`config.mk`:
```
export PLATFORM = sky130hd
export DESIGN_NAME = ext_mem_arbiter
export DESIGN_NICKNAME = d
export VERILOG_FILES = /design/src/rtl/ext_mem_pkg.sv /design/src/rtl/ext_mem_arbiter.sv
export SDC_FILE = /design/constraint.sdc
export NUM_CORES = 1
export LEC_CHECK = 0
export CAP_MARGIN = 25
export CORE_ASPECT_RATIO = 1.5
export CORE_MARGIN = 3
export CORE_UTILIZATION = 41
export CTS_BUF_LIST = sky130_fd_sc_hd__clkbuf_4 sky130_fd_sc_hd__clkbuf_8
export CTS_CLUSTER_DIAMETER = 100
export DETAILED_ROUTE_END_ITERATION = 7
export PLACE_DENSITY = 0.82
export RECOVER_POWER = 100
export SLEW_MARGIN = 30
export SYNTH_ARGS = -nofsm -noshare
export SYNTH_HDL_FRONTEND = slang
export SYNTH_SLANG_ARGS = --single-unit
export TNS_END_PERCENT = 5
```
`constraint.sdc`:
```
create_clock -name clk -period 1.9 [get_ports clk]
set_clock_uncertainty 0.15 [all_clocks]
set_input_delay 0.38 -clock clk [delete_from_list [all_inputs] [get_ports clk]]
set_output_delay 0.38 -clock clk [all_outputs]
set_load 0.05 [all_outputs]
```
`src/rtl/ext_mem_pkg.sv`:
```
// ext_mem_pkg: shared types and constants for the external memory arbiter
package ext_mem_pkg;
    typedef enum logic {IDLE, ACCESS} arb_state_t;
    typedef enum logic {OWN_FETCH, OWN_DATA} arb_owner_t;
    localparam logic [31:0] BUS_ERR_DATA = 32'hDEAD_BEEF;
    localparam logic [3:0] BE_WORD = 4'hF;
endpackage

```
`src/rtl/ext_mem_arbiter.sv`:
```
// ext_mem_arbiter: arbitrates fetch and data requesters onto one external memory port
// Ports: clk, reset (sync, active-low); if_* fetch requester; dm_* data requester;
//        ext_* external memory port with ext_ready wait-state handshake; bus_err abort pulse.
// Optional: define EXT_MEM_ARBITER_TIMEOUT_EN to abort ACCESS after TIMEOUT_CYCLES without ext_ready.
// Data wins arbitration unless fetch has waited through FETCH_STARVE_LIMIT data grants.
module ext_mem_arbiter
    import ext_mem_pkg::*;
#(
    parameter int FETCH_STARVE_LIMIT = 2,
    parameter int TIMEOUT_CYCLES = 16
) (
    input  logic        clk,
    input  logic        reset,
    input  logic        if_req,
    input  logic [31:0] if_addr,
    output logic        if_gnt,
    output logic        if_rvalid,
    output logic [31:0] if_rdata,
    input  logic        dm_req,
    input  logic        dm_we,
    input  logic [3:0]  dm_be,
    input  logic [31:0] dm_addr,
    input  logic [31:0] dm_wdata,
    output logic        dm_gnt,
    output logic        dm_rvalid,
    output logic [31:0] dm_rdata,
    output logic [31:0] ext_addr,
    output logic [31:0] ext_data_out,
    input  logic [31:0] ext_data_in,
    output logic        ext_mem_en,
    output logic        ext_we,
    output logic [3:0]  ext_be,
    input  logic        ext_ready,
    output logic        bus_err
);
    localparam int SW = $clog2(FETCH_STARVE_LIMIT + 1);
    localparam logic [SW-1:0] STREAK_MAX = SW'(FETCH_STARVE_LIMIT);
    arb_state_t state, state_nx;
    arb_owner_t owner;
    logic [SW-1:0] data_streak;
    logic fetch_win, done, abort;
    assign fetch_win = if_req && (!dm_req || data_streak == STREAK_MAX);
    assign if_gnt = reset && state == IDLE && fetch_win;
    assign dm_gnt = reset && state == IDLE && dm_req && !fetch_win;
    assign done = state == ACCESS && ext_ready;
`ifdef EXT_MEM_ARBITER_TIMEOUT_EN
    localparam int TW = $clog2(TIMEOUT_CYCLES + 1);
    logic [TW-1:0] tmo_cnt;
    assign abort = state == ACCESS && !ext_ready && tmo_cnt == TW'(TIMEOUT_CYCLES - 1);
    always_ff @(posedge clk) begin
        tmo_cnt <= (!reset || state != ACCESS) ? '0 : tmo_cnt + 1'b1;
    end
`else
    logic unused_timeout;
    assign unused_timeout = TIMEOUT_CYCLES != 0;
    assign abort = 1'b0;
`endif
    always_comb begin
        state_nx = state;
        state_nx = (state == IDLE) ? ((if_gnt || dm_gnt) ? ACCESS : IDLE)
                                   : ((done || abort) ? IDLE : ACCESS);
    end
    always_ff @(posedge clk) begin
        state <= !reset ? IDLE : state_nx;
    end
    always_ff @(posedge clk) begin
        if (!reset) begin
            owner <= OWN_FETCH;
            data_streak <= '0;
            if_rvalid <= 1'b0;
            if_rdata <= '0;
            dm_rvalid <= 1'b0;
            dm_rdata <= '0;
            ext_addr <= '0;
            ext_data_out <= '0;
            ext_mem_en <= 1'b0;
            ext_we <= 1'b0;
            ext_be <= '0;
            bus_err <= 1'b0;
        end else begin
            if_rvalid <= 1'b0;
            dm_rvalid <= 1'b0;
            bus_err <= 1'b0;
            if (if_gnt || dm_gnt) begin
                owner <= if_gnt ? OWN_FETCH : OWN_DATA;
                ext_mem_en <= 1'b1;
                ext_addr <= (if_gnt ? if_addr : dm_addr) & 32'hFFFF_FFFC;
                ext_we <= dm_gnt && dm_we;
                ext_be <= if_gnt ? BE_WORD : dm_be;
                if (dm_gnt)
                    ext_data_out <= dm_wdata;
                data_streak <= if_gnt ? '0
                             : (if_req && data_streak != STREAK_MAX) ? data_streak + 1'b1
                             : data_streak;
            end
            if (done || abort) begin
                ext_mem_en <= 1'b0;
                ext_we <= 1'b0;
                ext_be <= '0;
                bus_err <= abort;
                if (owner == OWN_FETCH) begin
                    if_rvalid <= 1'b1;
                    if_rdata <= done ? ext_data_in : BUS_ERR_DATA;
                end else begin
                    dm_rvalid <= 1'b1;
                    if (!ext_we)
                        dm_rdata <= done ? ext_data_in : BUS_ERR_DATA;
                end
            end
        end
    end
endmodule

```
==> run_results.csv <==
group,metric,value,unit
outcome,outcome,"complete, but fails checks",
outcome,violations,"negative setup slack",
cts,h-tree-depth,4,
place,place_congestion,0.8492,
synthesis,synthCells,657,
timing,fin_crit_sh,1.021,
floorplan,die_area,14610,µm²
layout,final_area,8189,µm²
timing,finalHoldViolations,0,
critical_path,crit_path_max_fanout,3,
synthesis,synth_seq_cells,138,
layout,layoutNonFillerInstCount,1093,
detailed_routing,vias,5777,
timing,worstMarginPinSlew,696.0,ps
place,numPortBuffers,269,
power,pwr-share-seq,0.438,
layout,final_net_count,1064,
power,fin_total_pwr,7086,µW
synthesis,synth_top_flop_cell,"dfxtp_1",
timing,fmax,515.7,MHz
cts,cts_tree,"built",
place,dpl_cell_area,8100,µm²
global_route,grt_pass1_vias,5624,
detailed_routing,firstDrtPassIters,4,
global_route,grt_overflow_total,0,
critical_path,rr_worst_depth,4,
cts,numCtsBuffers,17,
cts,cts_buffer_depth,2,
timing,rsz0062_at_grt,"true",
synthesis,synth_seq_area_share,0.5117,
timing,setup_viol_count_final,2,
global_route,track_usage,0.2391,
power,p_clk_frac,0.346,
synthesis,synth_top_cell_by_area,"dfxtp_1",
floorplan,die_y,146.5,µm
run,drv_cap,0,
layout,fillers,1167,
critical_path,reg2reg_slack,100,ps
power,p_switching,2188,µW
floorplan,die_w,99.70,µm
power,p_int,4898,µW
synthesis,yosysWarnings,0,
floorplan,design.core.area,12700,µm²
critical_path,end_kind,"output pin",
detailed_routing,drt_wl_total,17850,µm
timing,hold_ws,305.6,ps
layout,syn_to_final_growth,51.68,%
min_path,hold_end,"if_rdata[31]$_SDFFE_PN0P_",
min_path,min_from,"if_rdata[31]$_SDFFE_PN0P_",
power,power.density,865.3,nW/µm²
min_path,hold_depth,2,
power,p_leak,0.003225,µW
synthesis,synth.distinct_cells,31,
timing,final.setup.worst_slack,-39.21,ps
power,swShare,0.3088,
power,ir_worst_vdd,454.3,µV
synthesis,synth_top_area_share,0.5117,
timing,period_needed,1939,ps
critical_path,cp_data_required_time,1370,ps
critical_path,r2r_start,"state$_SDFF_PN0_",
min_path,hold_class,"reg2reg",
place,place_ws,-205.3,ps
detailed_routing,drtIter0Drc,302,
floorplan,num_rows,50,
timing,finalMaxSlewViolations,0,
detailed_routing,ant_nets,0,
synthesis,synth_area_leaders,"dfxtp_1, a21oi_1, nand2_1, nand3_1, o21ai_0",
timing,slew_headroom,0.5360,
power,combPwrFrac,0.216,
global_route,grt_pass1_wl,28450,µm
place,dpl.hpwl,12830,µm
detailed_routing,avgViaCountPerCell,5.285,
critical_path,crit_path_start_kind,"flop",
cts,cts_root_buf,"clkbuf_8",
detailed_routing,avgRoutedWirePerCell,16.33,µm
cts,cts_sinks,138,
global_route,grt_antenna_before_repair,0,
synthesis,async_reset_ff_frac,0,
synthesis,synth_edf_count,0,
synthesis,yosys.cell_count.top_type,"dfxtp_1",
synthesis,synth_commonest_cells,"dfxtp_1, nand2_1, a21oi_1",
critical_path,crit_type,"reg2out",
floorplan,start_util,0.4251,
cts,cts.clk_slew.worst_paths,80,ps
global_route,grt_max_degree,49,
detailed_routing,drc,0,
synthesis,postSynthAreaPerCell,8.218,µm²
critical_path,timing.rr.end,"ext_addr[7]$_SDFFE_PN0P_",
synthesis,synth_area,5399,µm²
critical_path,arrival,1410,ps
layout,n_antenna_cell,0,
floorplan,ios,277,
layout,final_layout_size_suffix_gt1_frac,0.2455,
cts,clk_latency,420,ps
place,place_inst,1057,
-- worst max-delay path: stages (launching register included) --
cell	delay (ps)
dfxtp_2	340
inv_2	60
ha_4	160
nand2b_4	140
nand3_4	70
inv_2	90
buf_12	130
-- power by group through the flow --
stage          logic, µW  clock network (µW)  registers (µW)
6_report            1530                2450            3100
5_1_grt             1620                2650            3120
4_1_cts             1630                2520            3110
3_5_place_dp        1610                   0            3170
3_3_place_gp        1600                   0            3170
2_1_floorplan        443                   0            3610
-- cells by family after synthesis --
| family | after synthesis | share of synthesized area |
|---|---|---|
| compound gates | 205 | 0.2216 |
| other cells | 1 | 0.0006946 |
| simple gates | 240 | 0.1975 |
| flops | 138 | 0.5117 |
| buf+inv | 72 | 0.06628 |
| fa+ha+maj | 1 | 0.002317 |
-- cells in the final DEF (no fill, tap or decap), types with 2 or more instances in the layout --
cell and n:
a21oi_1 99, a311oi_1 31, buf_12 10, buf_4 30
bufinv_16 3, clkbuf_1 2, clkbuf_2 138, clkbuf_8 17
clkdlybuf4s50_1 130, clkinv_2 4, clkinv_4 4, conb_1 3
dfxtp_1 135, dfxtp_2 3, inv_2 3, nand2_1 129
nand2b_1 2, nand3_1 64, nand3b_1 2, nor2_1 4
nor3_1 30, o21a_1 3, o21ai_0 63, o221a_2 4
-- layer usage --
layer / vias to the layer above / share of wire / GRT usage
li1: 2835 / - / -
met1: 2662 / 0.38 / 0.2745
met2: 242 / 0.53 / 0.4184
met3: 38 / 0.069 / 0.05593
met4: 0 / 0.029 / 0.1005
met5: - / 0 / 0
-- state kept, by name (all words and copies together) (netlist names) --
| register | count |
|---|---|
| dm_rvalid | 1 |
| owner | 1 |
| ext_mem_en | 1 |
| if_rvalid | 1 |
| data_streak | 2 |
| ext_data_out | 32 |
| ext_we | 1 |
| ext_addr | 30 |
| ext_be | 4 |
| dm_rdata | 32 |
| if_rdata | 32 |
| state | 1 |
-- per-stage QoR --
stage          TNS [ps]  utilization
2_1_floorplan         0            -
3_3_place_gp      -4824       0.6378
3_5_place_dp      -7426       0.6378
4_1_cts          -150.1       0.6745
5_1_grt          -609.7       0.6448
6_report         -61.85       0.6448
-- worst max path at each step --
stage / startpoint / end / slack, ps / cells after the start
CTS: data_streak[0]$_SDFFE_PN0P_ / dm_gnt / -80 / 6
finish: data_streak[0]$_SDFFE_PN0P_ / if_gnt / -40 / 6
detailed placement: if_req / ext_addr[26]$_SDFFE_PN0P_ / -210 / 5
global placement: if_req / ext_addr[19]$_SDFFE_PN0P_ / -140 / 6
global route: data_streak[0]$_SDFFE_PN0P_ / if_gnt / -120 / 6
floorplan: data_streak[0]$_SDFFE_PN0P_ / if_gnt / 5 / 6
-- layout make-up --
cell class,count,area (µm²),area share
tap,156,195.2,0.02383
multi-input combinational,449,2335,0.2851
clock inverter,14,172.7,0.02108
clock buffer,17,234.0,0.02857
timing repair buffer,315,2469,0.3015
sequential,138,2766,0.3378
inverter,4,17.52,0.002139
-- repair_timing --
item / in CTS / in global routing
setup buffers: 4 / 1
hold buffers: 0 / 0
endpoints found under the setup margin: 2 / 2
gates resized for setup: 10 / 3
pin swaps: 3 / 2
Note: power is estimated with default switching activity, not from simulation.
